==> src/rtl/count_game_pkg.sv <==
// count_game_pkg
//   Shared definitions for the count-game keypad path: scanner state
//   encoding, keypad geometry and the key codes the game logic decodes.
//   Key code = row*4 + col.
package count_game_pkg;

  localparam int ROWS = 4;
  localparam int COLS = 4;

  typedef enum logic [2:0] {
    IDLE     = 3'd0,
    SCAN     = 3'd1,
    DEBOUNCE = 3'd2,
    PRESSED  = 3'd3,
    RELEASE  = 3'd4
  } scan_state_e;

  // Digits sit on rows 0-1; the control keys sit on row 3.
  localparam logic [3:0] KEY_0     = 4'd0;
  localparam logic [3:0] KEY_1     = 4'd1;
  localparam logic [3:0] KEY_2     = 4'd2;
  localparam logic [3:0] KEY_3     = 4'd3;
  localparam logic [3:0] KEY_4     = 4'd4;
  localparam logic [3:0] KEY_5     = 4'd5;
  localparam logic [3:0] KEY_6     = 4'd6;
  localparam logic [3:0] KEY_7     = 4'd7;
  localparam logic [3:0] KEY_START = 4'd14;
  localparam logic [3:0] KEY_CLR   = 4'd15;

  // Index of the low column in an active-low pattern. Only meaningful when
  // exactly one bit is low.
  function automatic logic [1:0] low_col_idx(input logic [COLS-1:0] col_n);
    logic [1:0] idx;
    idx = 2'd0;
    for (int i = COLS - 1; i >= 0; i--) begin
      if (!col_n[i]) idx = 2'(i);
    end
    return idx;
  endfunction

endpackage

==> src/rtl/key_sync.sv <==
// key_sync
//   Two-flop synchroniser for asynchronous, pulled-up (idle-high) inputs.
//   Resets to all-ones so a reset reads as "nothing pressed".
// Ports:
//   clk  : sampling clock
//   rst  : asynchronous active-high reset
//   d_i  : asynchronous input bus
//   q_o  : synchronised output bus, two clocks of latency
module key_sync #(
  parameter int W = 4
) (
  input  logic         clk,
  input  logic         rst,
  input  logic [W-1:0] d_i,
  output logic [W-1:0] q_o
);

  logic [W-1:0] meta_q;
  logic [W-1:0] sync_q;

  always_ff @(posedge clk or posedge rst) begin
    if (rst) begin
      meta_q <= '1;
      sync_q <= '1;
    end else begin
      meta_q <= d_i;
      sync_q <= meta_q;
    end
  end

  assign q_o = sync_q;

endmodule

==> src/rtl/keypad_scan.sv <==
// keypad_scan
//   4x4 active-low matrix keypad scanner. Walks the rows, samples the
//   synchronised column returns, debounces press and release, and emits one
//   key_valid pulse per physical press.
// Ports:
//   clk        : system clock
//   rst        : asynchronous active-high reset
//   en         : scan enable, low parks the scanner with rows released
//   key_col_n  : column returns, active-low, asynchronous
//   key_row_n  : row drive, one-hot-low while active
//   key_code   : last accepted key, row*4 + col
//   key_valid  : one-clock pulse on acceptance
//   key_held   : high from acceptance until release is debounced
//
// state    | meaning
// IDLE     | rows released, waiting for en
// SCAN     | driving one row, dwell timer running before column sample
// DEBOUNCE | single key seen, row frozen, counting stable clocks
// PRESSED  | key accepted, waiting for all columns high
// RELEASE  | all columns high, counting stable clocks before re-scan
module keypad_scan
  import count_game_pkg::*;
#(
  parameter int SCAN_DIV     = 4,
  parameter int DEBOUNCE_CYC = 20,
  parameter int CNT_W        = 8
) (
  input  logic       clk,
  input  logic       rst,
  input  logic       en,
  input  logic [3:0] key_col_n,
  output logic [3:0] key_row_n,
  output logic [3:0] key_code,
  output logic       key_valid,
  output logic       key_held
);

  localparam logic [CNT_W-1:0] DWELL_LAST = CNT_W'(SCAN_DIV - 1);
  localparam logic [CNT_W-1:0] DEB_LAST   = CNT_W'(DEBOUNCE_CYC - 1);
  localparam logic [CNT_W-1:0] CNT_ONE    = CNT_W'(1);

  logic [3:0]       col_s;
  scan_state_e      state_q, state_d;
  logic [1:0]       row_q, row_d;
  logic [CNT_W-1:0] dwell_q, dwell_d;
  logic [CNT_W-1:0] deb_q, deb_d;
  logic [3:0]       pat_q, pat_d;
  logic [1:0]       col_q, col_d;
  logic [3:0]       code_q, code_d;
  logic             valid_q, valid_d;
  logic             held_q, held_d;
  logic             one_low;
  logic             all_high;

  function automatic logic [CNT_W-1:0] sat_inc(input logic [CNT_W-1:0] v);
    return (v == '1) ? v : v + CNT_ONE;
  endfunction

  key_sync #(.W(COLS)) u_col_sync (
    .clk (clk),
    .rst (rst),
    .d_i (key_col_n),
    .q_o (col_s)
  );

  // Two or more low columns is a ghost or multi-press and is treated like
  // no key at all.
  assign one_low  = ($countones(~col_s) == 1);
  assign all_high = (col_s == 4'hF);

  always_comb begin
    state_d = state_q;
    row_d   = row_q;
    dwell_d = dwell_q;
    deb_d   = deb_q;
    pat_d   = pat_q;
    col_d   = col_q;
    code_d  = code_q;
    valid_d = 1'b0;
    held_d  = held_q;

    unique case (state_q)
      IDLE: begin
        if (en) begin
          state_d = SCAN;
          row_d   = 2'd0;
          dwell_d = '0;
        end
      end
      SCAN: begin
        if (dwell_q == DWELL_LAST) begin
          if (one_low) begin
            pat_d   = col_s;
            col_d   = low_col_idx(col_s);
            deb_d   = '0;
            state_d = DEBOUNCE;
          end else begin
            row_d   = row_q + 2'd1;
            dwell_d = '0;
          end
        end else begin
          dwell_d = sat_inc(dwell_q);
        end
      end
      DEBOUNCE: begin
        if (col_s != pat_q) begin
          state_d = SCAN;
          row_d   = row_q + 2'd1;
          dwell_d = '0;
        end else if (deb_q == DEB_LAST) begin
          state_d = PRESSED;
          code_d  = {row_q, col_q};
          valid_d = 1'b1;
          held_d  = 1'b1;
        end else begin
          deb_d = sat_inc(deb_q);
        end
      end
      PRESSED: begin
        if (all_high) begin
          state_d = RELEASE;
          deb_d   = '0;
        end
      end
      RELEASE: begin
        if (!all_high) begin
          state_d = PRESSED;
        end else if (deb_q == DEB_LAST) begin
          held_d  = 1'b0;
          state_d = SCAN;
          row_d   = row_q + 2'd1;
          dwell_d = '0;
        end else begin
          deb_d = sat_inc(deb_q);
        end
      end
      default: state_d = IDLE;
    endcase

    // Disable wins over every transition, but an acceptance in the same
    // cycle still delivers its pulse and code.
    if (!en) begin
      state_d = IDLE;
      held_d  = 1'b0;
    end
  end

  always_ff @(posedge clk or posedge rst) begin
    if (rst) begin
      state_q <= IDLE;
      row_q   <= 2'd0;
      dwell_q <= '0;
      deb_q   <= '0;
      pat_q   <= 4'hF;
      col_q   <= 2'd0;
      code_q  <= 4'd0;
      valid_q <= 1'b0;
      held_q  <= 1'b0;
    end else begin
      state_q <= state_d;
      row_q   <= row_d;
      dwell_q <= dwell_d;
      deb_q   <= deb_d;
      pat_q   <= pat_d;
      col_q   <= col_d;
      code_q  <= code_d;
      valid_q <= valid_d;
      held_q  <= held_d;
    end
  end

  always_comb begin
    key_row_n = 4'hF;
    if (state_q != IDLE) key_row_n = ~(4'b0001 << row_q);
  end

  assign key_code  = code_q;
  assign key_valid = valid_q;
  assign key_held  = held_q;

endmodule

==> config.mk <==
export PLATFORM = sky130hd
export DESIGN_NAME = keypad_scan
export DESIGN_NICKNAME = d
export VERILOG_FILES = /design/src/rtl/count_game_pkg.sv /design/src/rtl/key_sync.sv /design/src/rtl/keypad_scan.sv
export SDC_FILE = /design/constraint.sdc
export NUM_CORES = 1
export LEC_CHECK = 0
export ABC_AREA = 1
export CAP_MARGIN = 40
export CORE_ASPECT_RATIO = 0.75
export CORE_MARGIN = 1
export CORE_UTILIZATION = 48
export CTS_BUF_LIST = sky130_fd_sc_hd__clkbuf_16
export CTS_CLUSTER_SIZE = 12
export DETAILED_ROUTE_END_ITERATION = 7
export PLACE_DENSITY = 0.7
export SLEW_MARGIN = 25
export SYNTH_ARGS = -nofsm -noshare
export SYNTH_HDL_FRONTEND = slang
export SYNTH_SLANG_ARGS = --single-unit
==> constraint.sdc <==
create_clock -name clk -period 2.88 [get_ports clk]
set_input_delay 0.72 -clock clk [delete_from_list [all_inputs] [get_ports clk]]
set_output_delay 0.72 -clock clk [all_outputs]
set_load 0.005 [all_outputs]
==> impl_metrics.tcl <==
set metrics [dict create \
    die_w_um 86.00 \
    synthArstFlopShare_pct 100.0 \
    synth-xor-area-share_pct 2.069 \
    p_leak_uw 0.001466 \
    grt_pass1_vias 1829 \
    synth-compound-area-share_pct 5.665 \
    wirelength_mm 4.722 \
    place_ws_ns 0.3067 \
    post-dp-hpwl_mm 3.439 \
    ioPinCount 17 \
    via_per_inst 4.861 \
    setup_viol 0 \
    synthAdderAreaFrac_pct 5.222 \
    worst_ir_drop_vdd_v 0.0003164 \
    clock_sinks 41 \
    antenna_found_initial 0 \
    grt_max_degree 42 \
    hold_viol 0 \
    path_class "reg2reg" \
    maxSlewViolCount 0 \
    syn2layout_area_growth_pct 14.83 \
    cap_violations 0 \
    cts_buffer_depth 2 \
    ant_nets 0 \
    postCtsHoldBufs 0 \
    fin_crit_ns 2.566 \
    grtUsageTotal_pct 19.37 \
    worstSetupEndpointType "register" \
    initial_utilization_pct 50.98 \
    synth-simple-area-share_pct 38.67 \
    clkLatencyLatePin_ns 0.28 \
    h-tree-depth 2 \
    synth_area_leaders "dfrtp_1 (29%), nand2_1 (15%), dfstp_2 (12%)" \
    cts-resized-gates 0 \
    vias 2027 \
    finalPower_uw 1976 \
    gr-total-overflow 0 \
    ys_seq_elements 41 \
    worst_pin_slew_ns 0.5103 \
    status "finished, final reports clean" \
    ys.flop_type "dfrtp_1" \
    clk_pin_slew_ns 0.06 \
    ys_warn_count 0 \
    cp-start-kind "register" \
    critPathArrivalTime_ns 2.79 \
    crit_top_cell "nand2_1" \
    fin_util_pct 58.54 \
    synth.area.mux_share_pct 0 \
    routabilityCongestion 0.8038 \
    wire_per_inst_um 11.32 \
    synth_nets 340 \
    hold_class "reg2reg" \
    fin_tns_setup_ns 0 \
    synth_top_family_by_area "simple AND/OR/NAND/NOR gates" \
    nFillCells 440 \
    cp_max_fo 11 \
    layout-drive-gt1-share_pct 17.10 \
    hold_ws_ns 0.3558 \
    p_per_area_nw_per_um2 677.5 \
    grt_pass1_wl_mm 8.404 \
    cts_root_buf "clkbuf_16" \
    drc 0 \
    synth_top_area_cell "dfrtp_1" \
    slowest_delay_ns 0.58 \
    cts_post_setup_buffers_inserted 0 \
    cp_data_required_time_ns 3.10 \
    first_pass_iters 4 \
    syn_area_um2 2540 \
    maxSlewHeadroom_pct 65.98 \
    fp.dieH_um 65.00 \
    synthCells 323 \
    die_area_um2 5589 \
    numCtsBuffers 5 \
    cts_tree "yes" \
    fin_skew_ns 0.004699 \
    fin_nets 361 \
    synth_top_area_share_pct 28.57 \
    path_cells "fa_1 > inv_1 > ha_1 > ha_1 > inv_1 > nand2_1 > nor2_1 > nand2_4 > nor2_4 > nor2_1 > nand2_2 > inv_2 > nand2_4 > nand2_1 > nand2_1" \
    core_um2 4982 \
    yosysSeqAreaShare_pct 40.99 \
    detailedRoute.firstIterationViolations 97 \
    slowest_stage "dfstp_2" \
    max_freq_ghz 0.3897 \
    rsz0062_at_grt "no" \
    rows 22 \
    period_share_pct 89.10 \
    io_buffers 16 \
    antenna_cells 0 \
    finalWorstSetupSlack_ns 0.3138 \
    synth_enable_flop_cells 0 \
    ys_types 32 \
    avgSynthCellArea_um2 7.864 \
]
-- cells in the final DEF (no fill, tap or decap), types with 4 or more instances in the layout --
cell type | netlist | routed
nand2_1 | 100 | 100
inv_1 | 35 | 35
dfrtp_1 | 29 | 29
nor2_1 | 28 | 28
o21ai_0 | 20 | 20
nand3_1 | 19 | 19
clkdlybuf4s50_1 | 0 | 16
dfstp_2 | 12 | 12
ha_1 | 9 | 9
inv_2 | 7 | 7
nand2_2 | 7 | 7
nand2_4 | 6 | 6
xor2_1 | 6 | 6
nor2_2 | 5 | 5
nand4_1 | 5 | 5
clkbuf_16 | 0 | 5
nor2_4 | 4 | 4
nor3b_1 | 4 | 4
nand3b_1 | 4 | 4
-- cell families (layout without fill, tap and decap cells) --
group,Yosys count,count (layout)
AND/OR/NAND/NOR,192,192
AO/OA/AOI/OAI,27,27
adder cells (fa/ha/maj),10,10
buffers and inverters,47,69
XOR/XNOR,6,6
flip-flops,41,41
-- stage by stage --
step / instances / area, µm²
3_3_place_gp: 409 / 2779
4_1_cts: 417 / 2917
5_1_grt: 417 / 2917
3_5_place_dp: 409 / 2779
2_1_floorplan: 323 / 2540
6_report: 417 / 2917
-- power by group --
part           internal [µW]  switching (µW)
sequential               639            62.4
combinational            249             495
clock                    313             217
total                   1200             774
-- registers in the layout (all words and copies together), names as in the netlist --
register	count
col_q	2
deb_q	8
dwell_q	8
key_code	4
key_held	1
key_valid	1
pat_q	4
row_q	2
state_q	3
u_col_sync.meta_q	4
u_col_sync.q_o	4
-- layer usage --
layer	wire (µm)	vias up	track usage, %
met5	0	-	0
met4	50	0	6.250
met3	181	5	4.204
met2	1973	46	28.17
met1	2517	919	28.48
li1	-	1057	-
-- worst paths after layout --
kind / from / end / slack [ns] / depth (start not counted)
min in group asynchronous: rst / dwell_q[1] / 0.88 / 3
max in group asynchronous: rst / pat_q[2] / 1.63 / 3
hold / removal: u_col_sync.meta_q[1] / u_col_sync.q_o[1] / 0.36 / 0
setup reg to reg: u_col_sync.q_o[1] / dwell_q[4] / 0.31 / 15
setup / recovery: u_col_sync.q_o[1] / dwell_q[4] / 0.31 / 15
hold reg to reg: u_col_sync.meta_q[1] / u_col_sync.q_o[1] / 0.36 / 0
-- area by class of cell --
type	count	area (µm²)	area share (%)
Timing Repair Buffer	17	167.7	5.749
Inverter	44	168.9	5.792
Tap cell	72	90.09	3.089
Sequential cell	41	1041	35.69
Multi-Input combinational cell	235	1311	44.96
Clock buffer	5	125.1	4.290
Clock inverter	3	12.51	0.4290
-- cell usage after synthesis (all sizes together) (2+ instances only) --
cell / number
a21oi: 4
nand2: 113
o22ai: 2
nor3b: 4
dfstp: 12
xor2: 6
nor3: 3
nor2: 39
o21ai: 20
nand3b: 4
dfrtp: 29
ha: 9
nand3: 23
inv: 43
nand4: 6
buf: 2
-- worst max-delay path, delay by kind of cell (launching register included) --
family / cells / cell delay [ns]
AND/OR/NAND/NOR: 9 / 0.99
adder cells (fa/ha/maj): 3 / 0.78
flip-flops: 1 / 0.58
buffers and inverters: 3 / 0.17
Power figures use the tool's default switching activity.
